File: config.mk
export PLATFORM = sky130hd
export DESIGN_NAME = acq_scheduler
export DESIGN_NICKNAME = d
export VERILOG_FILES = /design/src/rtl/acq_scheduler.sv
export SDC_FILE = /design/constraint.sdc
export NUM_CORES = 1
export LEC_CHECK = 0
export CORE_ASPECT_RATIO = 1.5
export CORE_MARGIN = 4
export CORE_UTILIZATION = 55
export CTS_BUF_LIST = sky130_fd_sc_hd__clkbuf_16
export CTS_CLUSTER_DIAMETER = 40
export DETAILED_ROUTE_END_ITERATION = 8
export DONT_BUFFER_PORTS = 1
export GPL_TIMING_DRIVEN = 0
export MAX_ROUTING_LAYER = met4
export PLACE_DENSITY = 0.77
export SYNTH_ARGS = -nofsm -noshare
export SYNTH_HDL_FRONTEND = slang
export SYNTH_SLANG_ARGS = --single-unit
File: constraint.sdc
create_clock -name clk -period 4.2 [get_ports clk]
set_input_delay 1.26 -clock clk [delete_from_list [all_inputs] [get_ports clk]]
set_output_delay 1.26 -clock clk [all_outputs]
set_load 0.02 [all_outputs]
File: src/rtl/acq_scheduler.sv
// ---------------------------------------------------------------------------
// acq_scheduler
//   Sequences a full 32-PRN acquisition search. For each of eight groups of
//   four PRNs it launches the correlator engine once per Doppler bin. While
//   each launch runs it keeps the strongest result per lane. At the end of a
//   group it reports the lanes whose peak reaches the detection threshold.
//
// Ports
//   clk, rst                    clock, asynchronous active-low reset
//   scan_req, scan_abort        start / terminate a scan
//   threshold                   detection threshold, latched at scan start
//   busy, scan_done             scan in progress / one-cycle completion pulse
//   eng_start                   one-cycle engine launch pulse
//   eng_sat_base, eng_doppler   PRN group base and Doppler omega of the launch
//   eng_done                    engine finished the current launch
//   res_valid, res_phase,
//   res_corr                    per-code-phase results, four 12-bit lanes
//   det_valid, det_ready        detection record handshake
//   det_prn, det_phase,
//   det_doppler, det_peak       detection record fields
// ---------------------------------------------------------------------------
module acq_scheduler #(
    parameter int                 NUM_BINS      = 8,
    parameter logic signed [15:0] DOPPLER_START = -16'sd400,
    parameter logic signed [15:0] DOPPLER_STEP  = 16'sd100
) (
    input  logic        clk,
    input  logic        rst,
    input  logic        scan_req,
    input  logic        scan_abort,
    input  logic [11:0] threshold,
    output logic        busy,
    output logic        scan_done,
    output logic        eng_start,
    output logic [5:0]  eng_sat_base,
    output logic [15:0] eng_doppler,
    input  logic        eng_done,
    input  logic        res_valid,
    input  logic [9:0]  res_phase,
    input  logic [47:0] res_corr,
    output logic        det_valid,
    input  logic        det_ready,
    output logic [5:0]  det_prn,
    output logic [9:0]  det_phase,
    output logic [15:0] det_doppler,
    output logic [11:0] det_peak
);

    typedef enum logic [2:0] {S_IDLE, S_LAUNCH, S_WAIT, S_REPORT, S_NEXT} state_t;

    localparam logic [3:0] BIN_LAST = 4'(NUM_BINS - 1);

    state_t      state_q;
    logic [2:0]  group_q;
    logic [3:0]  bin_q;
    logic [1:0]  lane_q;
    logic [11:0] thr_q;
    logic        busy_q, done_q, start_q;
    logic [5:0]  base_q;
    logic [15:0] eng_dop_q;

    logic [11:0] peak_q  [4];
    logic [9:0]  phase_q [4];
    logic [15:0] dop_q   [4];
    logic [11:0] peak_d  [4];
    logic [9:0]  phase_d [4];
    logic [15:0] dop_d   [4];

    logic        det_valid_q;
    logic [5:0]  det_prn_q;
    logic [9:0]  det_phase_q;
    logic [15:0] det_dop_q;
    logic [11:0] det_peak_q;

    // Lane record to be presented next: lane 0 when entering REPORT, else the
    // lane after the one just completed.
    logic [1:0]  ld_lane;
    logic        ld_hit;

    // Peak tracking. The _d arrays already include a result arriving in the
    // same cycle as eng_done, so REPORT sees the fully updated lanes.
    always_comb begin
        // NOTE: every always_comb output gets a default first so no latch is inferred.
        for (int k = 0; k < 4; k++) begin
            peak_d[k]  = peak_q[k];
            phase_d[k] = phase_q[k];
            dop_d[k]   = dop_q[k];
            // Strict compare: ties keep the earlier record.
            if (state_q == S_WAIT && res_valid && res_corr[12*k +: 12] > peak_q[k]) begin
                peak_d[k]  = res_corr[12*k +: 12];
                phase_d[k] = res_phase;
                dop_d[k]   = eng_dop_q;
            end
        end
        ld_lane = (state_q == S_REPORT) ? lane_q + 2'd1 : 2'd0;
        ld_hit  = peak_d[ld_lane] >= thr_q;
    end

    always_ff @(posedge clk or negedge rst) begin
        if (!rst) begin
            state_q     <= S_IDLE;
            group_q     <= '0;
            bin_q       <= '0;
            lane_q      <= '0;
            thr_q       <= '0;
            busy_q      <= 1'b0;
            done_q      <= 1'b0;
            start_q     <= 1'b0;
            base_q      <= 6'd1;
            eng_dop_q   <= DOPPLER_START;
            // NOTE: the per-lane arrays are small register files with defined reset values, so they are reset like any other state.
            peak_q      <= '{default: '0};
            phase_q     <= '{default: '0};
            dop_q       <= '{default: '0};
            det_valid_q <= 1'b0;
            det_prn_q   <= '0;
            det_phase_q <= '0;
            det_dop_q   <= '0;
            det_peak_q  <= '0;
        end else begin
            // NOTE: sequential state uses non-blocking assignments only; later assignments override these defaults.
            start_q <= 1'b0;
            done_q  <= 1'b0;
            peak_q  <= peak_d;
            phase_q <= phase_d;
            dop_q   <= dop_d;

            if (scan_abort && state_q != S_IDLE) begin
                // Abort bypasses the record handshake and suppresses scan_done.
                state_q     <= S_IDLE;
                busy_q      <= 1'b0;
                det_valid_q <= 1'b0;
            end else begin
                case (state_q)
                    S_IDLE: begin
                        if (scan_req) begin
                            thr_q     <= threshold;
                            group_q   <= '0;
                            bin_q     <= '0;
                            peak_q    <= '{default: '0};
                            base_q    <= 6'd1;
                            eng_dop_q <= DOPPLER_START;
                            busy_q    <= 1'b1;
                            start_q   <= 1'b1;
                            state_q   <= S_LAUNCH;
                        end
                    end
                    S_LAUNCH: state_q <= S_WAIT;
                    S_WAIT: begin
                        if (eng_done) begin
                            if (bin_q != BIN_LAST) begin
                                bin_q     <= bin_q + 4'd1;
                                eng_dop_q <= eng_dop_q + DOPPLER_STEP;
                                start_q   <= 1'b1;
                                state_q   <= S_LAUNCH;
                            end else begin
                                lane_q      <= 2'd0;
                                det_valid_q <= ld_hit;
                                state_q     <= S_REPORT;
                            end
                        end
                    end
                    S_REPORT: begin
                        // A lane completes on a handshake, or at once if it is below threshold.
                        if (!det_valid_q || det_ready) begin
                            if (lane_q == 2'd3) begin
                                det_valid_q <= 1'b0;
                                state_q     <= S_NEXT;
                            end else begin
                                lane_q      <= ld_lane;
                                det_valid_q <= ld_hit;
                            end
                        end
                    end
                    S_NEXT: begin
                        if (group_q != 3'd7) begin
                            group_q   <= group_q + 3'd1;
                            bin_q     <= '0;
                            peak_q    <= '{default: '0};
                            base_q    <= base_q + 6'd4;
                            eng_dop_q <= DOPPLER_START;
                            start_q   <= 1'b1;
                            state_q   <= S_LAUNCH;
                        end else begin
                            done_q  <= 1'b1;
                            busy_q  <= 1'b0;
                            state_q <= S_IDLE;
                        end
                    end
                    default: state_q <= S_IDLE;
                endcase
            end

            // Record fields are loaded whenever a new lane is presented.
            if ((state_q == S_WAIT && eng_done && bin_q == BIN_LAST) ||
                (state_q == S_REPORT && (!det_valid_q || det_ready) && lane_q != 2'd3)) begin
                det_prn_q   <= base_q + {4'd0, ld_lane};
                det_phase_q <= phase_d[ld_lane];
                det_dop_q   <= dop_d[ld_lane];
                det_peak_q  <= peak_d[ld_lane];
            end
        end
    end

    assign busy         = busy_q;
    assign scan_done    = done_q;
    assign eng_start    = start_q;
    assign eng_sat_base = base_q;
    assign eng_doppler  = eng_dop_q;
    assign det_valid    = det_valid_q;
    assign det_prn      = det_prn_q;
    assign det_phase    = det_phase_q;
    assign det_doppler  = det_dop_q;
    assign det_peak     = det_peak_q;

endmodule

==> results.md, run 1 <==
- Design area: 14,100 um^2
- Crit path kind: in2reg
- Min Tclk post-route: 4.06 ns
- H-tree depth: 1
- Worst-Margin Slew: 1.07 ns
- Post-DP HPWL: 25,200 um
- Final hold vios: 0
- Placed Cells incl. Taps: 1,542
- Rows: 68
- Worst hold-check path type: in2async
- Area grow syn2layout: 10.7%
- Startpoint Class: primary input
- Avg Synthesized Cell Area: 10.1 um^2
- TritonRoute pass-1 iters: 7
- Met2 GRT Util: 0.475
- Net switching power: 3.98 mW
- CP max stage delay: 0.54 ns
- Fill cell count: 1,891
- GR Util met3: 0.0585
- Clk_lat worst skew: 0.55 ns
- Total Power: 10.1 mW
- Setup TNS Final: 0 ns
- Initial antenna violation count: 0
- Worst r2r src: lane_q[0]
- Max Cap Viol: 0
- Setup violators final: 0
- Worst relative slew slack: 0.284
- Fin cells: 1,598
- Grt total ovfl: 0
- Die Span Y: 195 um
- CTS Sinks: 243
- CP Max Fanout: 10
- CP Cell Sequence: ha_1, nand4_1, buf_4, nor2_2, clkbuf_1, nor4_1, nor3_2, nand2b_1, ha_1, or4_1, a211oi_2, o211ai_1, a22o_1
- CTS tree: built
- Synth Register Bits: 243
- Post-synth design cell area: 12,800 um^2
- Max VDD drop: 0.437 mV
- Setup slack, reg-to-reg: 0.33 ns
- CTS root buffer: clkbuf_16
- Core area: 23,000 um^2
- Vias in the first global route: 10,249
- P_int: 6.13 mW
- CTS buffer count: 28
- Vias: 10,075
- I/O pin cnt: 147
- CP Data Required Time: 4.63 ns
- Failing checks: DRC
- Drt drc: 1
- Mux cell area share after synthesis: 0.114
- Post-synthesis adder-cell area fraction: 0.0667
- CP endpoint kind: flip-flop
- Fraction of the yosys area taken by sequential cells: 0.478
- Post-layout utilization of the core: 0.615
- EDFF count, synth: 0
- Clock power frac: 0.244
- Leak pwr: 6.09 nW
- Slew Limit Fails: 0
- Grt peak-use layer: met2
- WL per Instance: 21.9 um
- Layout cells sized above 1: 0.155
- Sw frac: 0.394
- Gr usage total: 0.276
- Via/cell ratio: 6.30
- Reg2reg end: det_valid
- Synth async-reset ratio: 1.00
- Post-route clock period utilization: 0.966
- Hold Buf Count CTS: 0
- Setup Skew: 0.0167 ns
- Ant. Diodes: 0
- Post-Route WL: 35,100 um
- CTS clock-pin slew for the worst setup and hold paths: 0.06 ns
- Post-synthesis compound-gate area fraction: 0.142
- Critical Path Source: res_corr[10]
- Pwr Density: 715 nW/um^2
- I/O Buffers: 0
- CTS max path bufs: 3
- Initial core utilization: 0.556
- Max Freq: 246 MHz
- Flop pwr share: 0.419
- Die X: 132 um
- Largest net degree at the start of global routing: 244
- Mapped Cells: 1,260
- Synth Area in Simple Gates: 0.140
- GR Util met1: 0.315
- First-pass GRT wire length: 55,700 um
- Placed inst area: 13,100 um^2
- Final Wtd Congestion: 0.935
- Starting DRT DRC Count: 742
- Post-Synth XOR/XNOR Area: 0.00824
- Slowest cell on crit path: or4_1
- Yosys cell types: 63
- Crit path DAT: 4.49 ns
- Comb pwr share: 0.337
- Die footprint: 25,800 um^2
- Status: finished with violations
- Syn. warnings: 0
- Top FF cell, synth: dfrtp_1
- Most used cell, CP: ha_1
- Largest family of logic cells by synthesized area: compound AO/OA/AOI/OAI gates
- DRT antenna net count: 0
- R2R depth: 16
- Fin nets: 1,441
-- area by class of cell --
type                            instances  area [um^2]  share of cell area
Tap cell                              280          350              0.0248
Buffer                                 91          402              0.0284
Timing Repair Buffer                    4         30.0             0.00212
Sequential cell                       243         6090               0.431
Clock buffer                           29          726              0.0514
Multi-Input combinational cell        858         6050               0.428
Clock inverter                         23          215              0.0152
Inverter                               70          263              0.0186
-- per-layer routing --
layer	wire length [um]	share of wire	up-vias
met1	12800	0.36	4998
met5	0	0	-
met4	1510	0.043	0
li1	-	-	4575
met3	2620	0.075	96
met2	18100	0.52	406
-- cell usage after synthesis (12+ instances only) --
cell type	instances	area share
dfrtp_1	232	0.45
nor2b_1	12	0.0059
nand4_1	14	0.0069
o21ai_0	47	0.018
a21oi_1	52	0.020
mux2_2	97	0.086
nand2_1	109	0.032
a31oi_1	30	0.015
nand2b_1	18	0.0088
buf_2	22	0.0086
o221ai_1	24	0.016
clkbuf_1	60	0.018
a21o_1	12	0.0071
o31ai_1	13	0.0076
inv_1	69	0.020
nand3_1	47	0.018
o22ai_1	14	0.0069
nor3_1	19	0.0075
nor4_1	13	0.0064
nor2_1	108	0.032
a22o_1	12	0.0082
mux2i_1	36	0.028
ha_1	68	0.067
a221oi_1	25	0.017
-- worst max-delay path by stage --
stage | end | slack, ns | cells after the start
after global placement | det_valid | -0.60 | 12
after detailed placement | det_valid | -0.60 | 12
final | det_valid | 0.14 | 13
after global routing | det_valid | -0.01 | 15
after CTS | det_valid | 0.005 | 14
after floorplan | det_valid | 0.008 | 14
-- state kept, by name, indices dropped and copies added (netlist names) --
register      cells
bin_q             4
busy              1
det_doppler      16
det_peak         12
det_phase        10
det_prn           6
det_valid         1
dop_q            64
eng_doppler      14
eng_sat_base      5
eng_start         1
group_q           3
lane_q            2
peak_q           48
phase_q          40
scan_done         1
state_q           3
thr_q            12
-- per-stage QoR --
stage / worst slack [ns] / hold WS, ns
final: 0.142 / 0.420
after global routing: -0.0149 / 0.408
after CTS: 0.00487 / 0.410
after detailed placement: -0.603 / 0.473
after global placement: -0.603 / 0.454
after floorplan: 0.00768 / 0.443
-- cell families (layout without fill, tap and decap cells) --
logic type | after synthesis | in the layout
AND/OR/NAND/NOR | 376 | 376
AO/OA/AOI/OAI | 266 | 266
flip-flops | 243 | 243
buffers and inverters | 161 | 217
multiplexers | 133 | 133
adder cells (fa/ha/maj) | 68 | 68
XOR/XNOR | 12 | 12
other | 1 | 3
-- placed cells by master (no fill, tap or decap), drive strengths merged, types with 7 or more instances in the layout --
| cell | count |
|---|---|
| xnor2 | 8 |
| o21a | 7 |
| nand2b | 18 |
| mux2i | 36 |
| nor4 | 15 |
| mux2 | 97 |
| dfrtp | 232 |
| buf | 35 |
| o221ai | 24 |
| a21o | 12 |
| dfstp | 11 |
| clkbuf | 89 |
| nor2b | 12 |
| a21oi | 52 |
| a221oi | 25 |
| o31ai | 13 |
| nor2 | 108 |
| nor3 | 19 |
| ha | 68 |
| nand4 | 14 |
| o22ai | 14 |
| o211ai | 7 |
| nand3 | 47 |
| a31oi | 30 |
| and3 | 7 |
| nand2 | 109 |
| a22o | 12 |
| o21ai | 50 |
| inv | 82 |
-- worst max-delay path: cells and delay by family --
kind                     cells  cell delay (ns)
adder cells (fa/ha/maj)      2             0.50
AO/OA/AOI/OAI                3             0.58
buffers and inverters        2             0.64
AND/OR/NAND/NOR              6             1.52
-- power by group through the flow --
stage	logic, mW	registers (mW)	clock network, mW
after CTS	3.39	4.23	2.49
after global routing	3.83	4.34	2.60
after global placement	3.22	4.21	0
after floorplan	2.55	4.02	0
after detailed placement	3.35	4.26	0
final	3.41	4.23	2.47
-- timing repair --
action / 4_1_cts / 5_1_grt
pin swaps: 0 / 2
buffers inserted: 0 / 4
hold endpoints to repair: 0 / 0
resized for setup: 4 / 6
endpoints found under the setup margin: 1 / 1
(Power assumes the default switching activity.)
==> run 2, diff against run 1 <==
--- a/config.mk
+++ b/config.mk
@@ -6,7 +6,6 @@
 export NUM_CORES = 1
 export LEC_CHECK = 0
 export CORE_ASPECT_RATIO = 1.5
-export CORE_MARGIN = 4
 export CORE_UTILIZATION = 55
 export CTS_BUF_LIST = sky130_fd_sc_hd__clkbuf_16
 export CTS_CLUSTER_DIAMETER = 40
==> run 2 against run 1 <==
Compared with the run above:
- the run now ends clean
- count of clock-buffer cells in the layout unchanged
- flip-flop and latch count did not move
- via count down 1.0%
- sequential power barely moved
- clock skew is 0.0030 ns lower
- largest power group unchanged
- highest routed layer unchanged
==> results.md, run 2 (synthesized netlist as in run 1, its figures left out) <==
- Status: complete, no violations
- Fill cell count: 1,807 (-4.4%)
- CTS buffer count: 28 (unchanged)
- I/O pin cnt: 147 (unchanged)
- Startpoint Class: primary input
- Die Span Y: 189 um (-3.1%)
- Via/cell ratio: 6.27 (-0.60%)
- Hold Buf Count CTS: 0 (unchanged)
- Clock power frac: 0.240 (-0.004)
- Fin nets: 1,439 (-0.14%)
- Worst r2r src: lane_q[0]
- Post-DP HPWL: 24,900 um (-1.3%)
- Rows: 67 (-1.5%)
- Post-route clock period utilization: 0.951 (-0.0150)
- Sequential Area: 6090 um^2 (unchanged)
- Most frequent cells in the layout: dfrtp_1 (232), nand2_1 (109), nor2_1 (107)
- Pwr Density: 713 nW/um^2 (-0.32%)
- Setup slack, reg-to-reg: 0.33 ns (about the same)
- Vias in the first global route: 10,384 (+1.3%)
- CP endpoint kind: flip-flop
- Max VDD drop: 0.468 mV (+6.9%)
- CTS clock-pin slew for the worst setup and hold paths: 0.06 ns (about the same)
- Initial antenna violation count: 1 (+1)
- CP Data Required Time: 4.63 ns (about the same)
- Net switching power: 3.98 mW (about the same)
- Final hold vios: 0 (unchanged)
- P_int: 6.06 mW (-1.1%)
- CP max stage delay: 0.55 ns (about the same)
- Setup Skew: 0.0137 ns (-0.00301 ns)
- Reg with most FFs: dop_q
- Total Power: 10.0 mW (-0.64%)
- Final Wtd Congestion: 0.931 (-0.34%)
- Core area: 22,600 um^2 (-1.8%)
- Largest net degree at the start of global routing: 244 (unchanged)
- Crit path kind: in2reg
- CP Max Fanout: 10 (unchanged)
- CTS Sinks: 243 (unchanged)
- I/O Buffers: 0 (unchanged)
- Grt total ovfl: 0 (unchanged)
- Reg2reg end: det_valid
- DRT antenna net count: 0 (unchanged)
- Gr usage total: 0.304 (+0.0282)
- Sw frac: 0.396 (+0.00257)
- Initial core utilization: 0.566 (+0.0104)
- Flop pwr share: 0.421 (+0.002)
- CTS root buffer: clkbuf_16
- Min Tclk post-route: 3.99 ns (-0.0630 ns)
- R2R depth: 16 (unchanged)
- Slew Limit Fails: 0 (unchanged)
- Largest registers: dop_q (64), peak_q (48), phase_q (40)
- CTS max path bufs: 3 (unchanged)
- Max reg flops: 64 (unchanged)
- Clk_lat worst skew: 0.54 ns (about the same)
- Worst relative slew slack: 0.234 (-0.0498)
- Worst hold-check path type: in2async
- WL per Instance: 21.7 um (-1.1%)
- Max Cap Viol: 0 (unchanged)
- First-pass GRT wire length: 55,100 um (-1.1%)
- Comb pwr share: 0.340 (+0.003)
- Starting DRT DRC Count: 778 (+4.9%)
- Slowest cell on crit path: or4_1
- Die footprint: 23,800 um^2 (-7.5%)
- Multi-input gate area: 6050 um^2 (about the same)
- Crit path DAT: 4.42 ns (-0.07 ns)
- Post-Route WL: 34,500 um (-1.5%)
- CP Cell Sequence: ha_1, nand4_1, buf_4, o31a_1, buf_4, or3b_4, buf_6, o22ai_1, nor3_2, nand2b_1, ha_1, or4_1, a211oi_2, o211ai_1, a22o_1
- Worst hold slack: 0.425 ns (+0.00547 ns)
- Layout cells sized above 1: 0.154 (-0.000290)
- Setup violators final: 0 (unchanged)
- Drt drc: 0 (-1)
- Area grow syn2layout: 10.4%
- Die X: 126 um (-4.5%)
- Worst-Margin Slew: 1.14 ns (+0.0741 ns)
- TritonRoute pass-1 iters: 5 (-2)
- Commonest non-fill, non-tap cell in the layout: dfrtp_1
- Vias: 9,971 (-1.0%)
- CTS tree: built
- Leak pwr: 6.06 nW (-0.46%)
- Max Freq: 250 MHz (+1.6%)
- H-tree depth: 1 (unchanged)
run 2: changes by cell type in the layout (fill, tap and decap cells not counted), moves of 2 or more:
cell / delta
clkinv_2: +2
inv_1: -4
clkinv_4: +2
buf_4: -2
run 2: layout make-up:
type	count	share of cell area
Buffer	91	0.0286
Sequential cell	243	0.433
Timing Repair Buffer	2	0.00107
Inverter	70	0.0187
Multi-Input combinational cell	858	0.429
Clock inverter	21	0.0135
Tap cell	276	0.0245
Clock buffer	29	0.0515
Antenna cell	1	0.000178
run 2: stage by stage:
| step | area [um^2] | std cells | setup TNS [ns] | utilization | worst slack [ns] |
|---|---|---|---|---|---|
| 6_report | 14100 | 1591 | 0 | 0.625 | 0.205 |
| 5_1_grt | 14100 | 1591 | -0.00367 | 0.625 | -0.00367 |
| 4_1_cts | 14000 | 1588 | 0 | 0.623 | 0.0659 |
| 3_5_place_dp | 13100 | 1538 | -0.607 | 0.582 | -0.607 |
| 3_3_place_gp | 13100 | 1538 | -0.506 | 0.582 | -0.506 |
| 2_1_floorplan | 12800 | 1262 | 0 | - | 0.00768 |
run 2: repair_timing:
| item | in CTS | in global routing |
|---|---|---|
| buffers inserted | 0 | 2 |
| pin swaps | 0 | 2 |
| endpoints found under the setup margin | 1 | 1 |
| cloned | 0 | 0 |
| resized for setup | 2 | 8 |
run 2: critical path, delay by kind of cell:
kind | cells | cell delay [ns]
compound gates | 5 | 0.92
fa+ha+maj | 2 | 0.49
buf+inv | 3 | 0.47
simple gates | 5 | 1.28
run 2: power by group through the flow:
stage	combinational [mW]	sequential, mW	clock [mW]
global route	3.79	4.33	2.53
CTS	3.38	4.23	2.44
finish	3.41	4.23	2.41
floorplan	2.55	4.02	0
global placement	3.22	4.20	0
detailed placement	3.35	4.26	0
run 2: worst max-delay path by stage:
stage                             from   endpoint  cells past startpoint
after global routing      res_corr[10]  det_valid                     15
final                     res_corr[10]  det_valid                     15
after CTS                 res_corr[11]  det_valid                     12
after global placement    res_corr[11]  det_valid                     12
after detailed placement  res_corr[11]  det_valid                     12
after floorplan           res_corr[10]  det_valid                     14
run 2: routing by layer:
| metal | vias to the layer above | track usage | wire length [um] |
|---|---|---|---|
| met5 | - | - | 0 |
| li1 | 4575 | - | - |
| met3 | 111 | 0.0619 | 2360 |
| met4 | 0 | 0.159 | 1810 |
| met2 | 381 | 0.522 | 17500 |
| met1 | 4904 | 0.330 | 12800 |
